`src/rtl/imem_loader.sv`:
```
// Boot-time instruction memory loader: framed little-endian byte stream in, 32-bit word writes out.
// Define LOADER_CHECKSUM_EN to require an XOR trailer byte after the data.
module imem_loader #(
    parameter int ADDR_W    = 10,
    parameter int MAX_WORDS = 256
) (
    input  logic        clk,
    input  logic        reset,
    input  logic        start,
    input  logic        byte_valid,
    input  logic [7:0]  byte_data,
    output logic        byte_ready,
    output logic        imem_we,
    output logic [31:0] imem_addr,
    output logic [31:0] imem_wdata,
    output logic        cpu_reset,
    output logic        busy,
    output logic        done,
    output logic        error
);
    // state  | meaning
    // IDLE   | out of reset, waiting for start
    // HDR_LO | receiving word count low byte
    // HDR_HI | receiving word count high byte, range check
    // DATA   | receiving the four bytes of the current word
    // WRITE  | one-cycle write strobe for the assembled word
    // CSUM   | receiving the XOR trailer byte (checksum build only)
    // DONE   | image loaded, CPU released
    // ERR    | bad length or checksum, sticky until start

    localparam int IDX_W = ADDR_W - 2;

    typedef enum logic [2:0] {
        S_IDLE,
        S_HDR_LO,
        S_HDR_HI,
        S_DATA,
        S_WRITE,
        S_DONE,
        S_ERR
`ifdef LOADER_CHECKSUM_EN
        , S_CSUM
`endif
    } state_t;

`ifdef LOADER_CHECKSUM_EN
    localparam state_t S_FINAL = S_CSUM;
`else
    localparam state_t S_FINAL = S_DONE;
`endif

    state_t           state;
    state_t           state_nxt;
    logic [15:0]      len;
    logic [IDX_W-1:0] word_idx;
    logic [1:0]       byte_cnt;
    logic [31:0]      shreg;
    logic [31:0]      addr_q;
    logic             xfer;
    logic [15:0]      hdr_len;
    logic             last_word;

    assign xfer      = byte_valid && byte_ready;
    assign hdr_len   = {byte_data, len[7:0]};
    assign last_word = (17'(word_idx) + 17'd1) == {1'b0, len};

`ifdef LOADER_CHECKSUM_EN
    logic [7:0] csum;

    always_ff @(posedge clk or posedge reset) begin
        if (reset) begin
            csum <= '0;
        end else if (state_nxt == S_HDR_LO && state != S_HDR_LO) begin
            csum <= '0;
        end else if (state == S_DATA && xfer) begin
            csum <= csum ^ byte_data;
        end
    end
`endif

    always_ff @(posedge clk or posedge reset) begin
        if (reset) begin
            state <= S_IDLE;
        end else begin
            state <= state_nxt;
        end
    end

    always_comb begin
        state_nxt = state;
        case (state)
            S_IDLE: begin
                if (start) state_nxt = S_HDR_LO;
            end
            S_HDR_LO: begin
                if (xfer) state_nxt = S_HDR_HI;
            end
            S_HDR_HI: begin
                if (xfer) begin
                    if (hdr_len == 16'd0) begin
                        state_nxt = S_FINAL;
                    end else if (hdr_len > 16'(MAX_WORDS)) begin
                        state_nxt = S_ERR;
                    end else begin
                        state_nxt = S_DATA;
                    end
                end
            end
            S_DATA: begin
                if (xfer && byte_cnt == 2'd3) state_nxt = S_WRITE;
            end
            S_WRITE: begin
                state_nxt = last_word ? S_FINAL : S_DATA;
            end
`ifdef LOADER_CHECKSUM_EN
            S_CSUM: begin
                if (xfer) state_nxt = (byte_data == csum) ? S_DONE : S_ERR;
            end
`endif
            S_DONE, S_ERR: begin
                if (start) state_nxt = S_HDR_LO;
            end
            default: state_nxt = S_IDLE;
        endcase
    end

    // Address is captured with the last byte so it is stable for the whole WRITE cycle and holds afterwards.
    always_ff @(posedge clk or posedge reset) begin
        if (reset) begin
            len      <= '0;
            word_idx <= '0;
            byte_cnt <= '0;
            shreg    <= '0;
            addr_q   <= '0;
        end else begin
            case (state)
                S_HDR_LO: begin
                    if (xfer) len[7:0] <= byte_data;
                end
                S_HDR_HI: begin
                    if (xfer) begin
                        len[15:8] <= byte_data;
                        word_idx  <= '0;
                        byte_cnt  <= '0;
                    end
                end
                S_DATA: begin
                    if (xfer) begin
                        shreg[{byte_cnt, 3'b000} +: 8] <= byte_data;
                        byte_cnt <= byte_cnt + 2'd1;
                        if (byte_cnt == 2'd3) addr_q <= 32'(word_idx) << 2;
                    end
                end
                S_WRITE: begin
                    word_idx <= word_idx + IDX_W'(1);
                    byte_cnt <= '0;
                end
                default: ;
            endcase
        end
    end

`ifdef LOADER_CHECKSUM_EN
    assign byte_ready = state inside {S_HDR_LO, S_HDR_HI, S_DATA, S_CSUM};
    assign busy       = state inside {S_HDR_LO, S_HDR_HI, S_DATA, S_WRITE, S_CSUM};
`else
    assign byte_ready = state inside {S_HDR_LO, S_HDR_HI, S_DATA};
    assign busy       = state inside {S_HDR_LO, S_HDR_HI, S_DATA, S_WRITE};
`endif

    assign imem_we    = (state == S_WRITE);
    assign imem_addr  = addr_q;
    assign imem_wdata = shreg;
    assign cpu_reset  = (state != S_DONE);
    assign done       = (state == S_DONE);
    assign error      = (state == S_ERR);

endmodule
```
`config.mk`:
```
export PLATFORM = sky130hd
export DESIGN_NAME = imem_loader
export DESIGN_NICKNAME = d
export VERILOG_FILES = /design/src/rtl/imem_loader.sv
export SDC_FILE = /design/constraint.sdc
export NUM_CORES = 1
export LEC_CHECK = 0
export ABC_AREA = 0
export ABC_CLOCK_PERIOD_IN_PS = 2600
export CORE_ASPECT_RATIO = 0.7
export CORE_MARGIN = 1.5
export CORE_UTILIZATION = 45
export CTS_BUF_LIST = sky130_fd_sc_hd__clkbuf_4 sky130_fd_sc_hd__clkbuf_8
export CTS_CLUSTER_DIAMETER = 100
export CTS_CLUSTER_SIZE = 40
export DETAILED_ROUTE_END_ITERATION = 8
export PLACE_DENSITY = 0.73
export SLEW_MARGIN = 10
export SYNTH_ARGS = -nofsm -noshare
export SYNTH_HDL_FRONTEND = slang
export SYNTH_SLANG_ARGS = --single-unit
```
`constraint.sdc`:
```
create_clock -name clk -period 2.6 [get_ports clk]
set_input_delay 0.52 -clock clk [delete_from_list [all_inputs] [get_ports clk]]
set_output_delay 0.52 -clock clk [all_outputs]
set_load 0.005 [all_outputs]
```
==> metrics <==
total number of vias about 2,800; Diodes inserted 0; Area growth, synth to finish 27.3%; routed length per instance about 15 µm; Die X roughly 110 µm; final-stage net count approximately 450; Post-Syn Area per Cell 9.81 µm²; routed wire length 8.24 mm; Inserted Clock Buffers 9; die height about 77 µm; Hold Crit Class flop to flop; Mapped Area ~0.0035 mm²; Setup Fix Bufs, Post-CTS 0; Yosys Warn Count 0; Fin Clk Skew roughly 0.0080 ns; share of layout cells above drive strength 1 about 15%; GRT Util Overall about a fifth; clk_lat worst skew 0.35 ns; Max rail drop VDD approximately 370 µV; Worst Setup Slack, final roughly 0.16 ns; Final Hold Vio Count 0; Fill cells between 600 and 700; Ports between 80 and 90; Initial Util 47.0%; period utilization 93.7%; # clock sinks 69; critical path data required time approximately 2.1 ns; max cap viols 0; Clk Tree Root Cell clkbuf_8; Buffers on Ports 57; first-pass GRT wire length 13.3 mm; Slew @ Worst Pin roughly 0.62 ns; synthesized flop and latch total 69; crit path max fanout 15; clock-pin slew on the worst setup and hold paths approximately 0.070 ns; number of detailed-route iterations in the first pass 4; Final Wtd Congestion about 0.86; Synth cell types 50; count of final setup violators 0; Fmax between 400 and 500 MHz; antenna-violating nets left 0; die area 0.00826 mm²; Startpoint Class flop; Post-Syn Instances approximately 350; power per cell area ~880 mW/mm²; post-DP HPWL between 6 and 7 mm; DR DRC count 0; status finished clean; initial antenna violation count 0; Crit path arrival time about 1.9 ns; number of enable flip-flop cells after synthesis 0; placed cell count 518; largest net degree at the start of global routing 29; number of H-tree levels 3; P_leak roughly 1.9 nW; Rows 26; Cell Count, Final, Fillers Out 534; Clock Tree Buf Depth 2; Worst setup EP type primary output; ys async rst share 100%; RSZ-0062 raised after global routing no; setup TNS 0 ns; Core Box Area between 0.007 and 0.008 mm²; Min Clock Period, post-route between 2 and 2.5 ns; sequential area share after synthesis between 40% and 50%; DR iter-0 viols roughly 130; dominant synthesized flop cell dfrtp_1; via/cell ratio around 5.2; GRT overflow 0; slew margin rel. between 50% and 60%; Setup CP Type flop to primary output; CTS tree built; pre-CTS setup slack approximately 0.35 ns; number of global-route vias before repair roughly 2,600; pins over their slew limit 0
==> cell usage in the layout, fill, tap and decap left out, types with 2 or more instances in the layout <==
cell type	instances
nand2_1	83
dfrtp_1	69
clkdlybuf4s50_1	57
o21ai_0	36
conb_1	24
buf_4	21
mux2_2	20
o21ai_1	12
clkbuf_8	10
nor2_1	8
inv_1	7
xnor2_1	6
ha_1	6
nor3_1	5
xor2_1	5
nor3b_1	4
nand3_1	4
nor4_1	4
a31oi_1	4
inv_2	3
and3_1	3
o41ai_1	3
mux2_1	2
or3_1	2
a211oi_1	2
o21a_1	2
o211ai_1	2
a22o_1	2
clkinv_2	2
bufinv_16	2
==> worst max-delay path, stage by stage (launching register included) <==
cell	delay (ns)
dfrtp_1	0.55
nor2_2	0.24
nand2_1	0.10
inv_2	0.15
clkdlybuf4s50_1	0.52
==> final timing paths <==
kind	startpoint	end	slack [ns]	cells after the start
setup / recovery	state[1]$_DFFE_PP0P_	imem_we	0.16	4
hold / removal	imem_wdata[31]$_DFFE_PP0P_	imem_wdata[31]$_DFFE_PP0P_	0.49	2
setup reg to reg	word_idx[1]$_DFFE_PP0P_	state[2]$_DFFE_PP0P_	0.46	6
hold reg to reg	imem_wdata[31]$_DFFE_PP0P_	imem_wdata[31]$_DFFE_PP0P_	0.49	2
max in group asynchronous	reset	imem_wdata[19]$_DFFE_PP0P_	1.49	3
min in group asynchronous	reset	imem_wdata[22]$_DFFE_PP0P_	0.50	2
==> final cells by class <==
class | instances | area [µm²] | area share (%)
repair buffers | 79 | 748 | 16.9
well taps | 98 | 123 | 2.77
clock buffers | 10 | 138 | 3.11
multi-input cells | 262 | 1560 | 35.3
clock inverters | 6 | 86.3 | 1.95
inverters | 10 | 37.5 | 0.849
flip-flops and latches | 69 | 1730 | 39.0
==> power by group <==
| group | switching, mW | leakage, nW | internal [mW] | total [mW] |
|---|---|---|---|---|
| registers | 0.236 | 0.917 | 1.31 | 1.55 |
| logic | 0.690 | 0.860 | 0.691 | 1.38 |
| clock network | 0.404 | 0.112 | 0.564 | 0.968 |
==> cells by family after synthesis <==
family / Yosys count / synth area share (%)
and+or+nand+nor: 124 / 16.5
AOI/OAI and AO/OA: 75 / 13.7
DFF: 69 / 49.7
buffers and inverters: 46 / 7.85
muxes: 22 / 7.13
xor gates and xnor gates: 11 / 2.77
adders and majority gates: 6 / 2.16
other: 1 / 0.108
==> registers in the layout, indices dropped and copies added (netlist names) <==
signal,cells
len,16
word_idx,8
state,3
byte_cnt,2
imem_addr,8
imem_wdata,32
==> synthesized netlist by cell type (2+ instances only) <==
| cell type | count | share of area (%) |
|---|---|---|
| inv_2 | 2 | 0.22 |
| xor2_1 | 5 | 1.3 |
| mux2_2 | 20 | 6.5 |
| ha_1 | 6 | 2.2 |
| and3_1 | 3 | 0.54 |
| buf_4 | 25 | 5.4 |
| o211ai_1 | 2 | 0.43 |
| a31oi_1 | 4 | 0.72 |
| nor3b_1 | 4 | 0.86 |
| nor3_1 | 5 | 0.72 |
| or3_1 | 2 | 0.36 |
| o41ai_1 | 3 | 0.76 |
| xnor2_1 | 6 | 1.5 |
| o21ai_0 | 36 | 5.2 |
| buf_2 | 5 | 0.72 |
| inv_1 | 8 | 0.86 |
| dfrtp_1 | 69 | 50 |
| nand2_1 | 83 | 9.0 |
| o21a_1 | 2 | 0.43 |
| a211oi_1 | 2 | 0.43 |
| mux2_1 | 2 | 0.65 |
| nand3_1 | 4 | 0.58 |
| nor2_1 | 9 | 0.97 |
| nor4_1 | 4 | 0.72 |
| o21ai_1 | 12 | 1.7 |
| clkbuf_1 | 6 | 0.65 |
| a22o_1 | 2 | 0.50 |
==> timing repair <==
item | in CTS | in global routing
hold buffers | 0 | 0
resized for setup | 0 | 1
endpoints found under the setup margin | 0 | 1
==> through the flow <==
step	power (mW)	utilization, %	hold WS, ns	area (µm²)
2_1_floorplan	2.42	-	0.473	3560
3_3_place_gp	2.88	56.8	0.466	4200
3_5_place_dp	2.93	56.8	0.473	4200
4_1_cts	3.90	59.8	0.491	4420
5_1_grt	4.16	59.9	0.513	4420
6_report	3.90	59.9	0.490	4420
==> layer usage <==
metal  global-route usage, %  share of wire (%)  routed length, µm
met5                       0                  0                  0
met4                    6.97                1.3                103
met3                    5.65                5.9                487
met2                    30.0                 43               3510
met1                    31.9                 50               4140
Power figures use the tool's default switching activity.
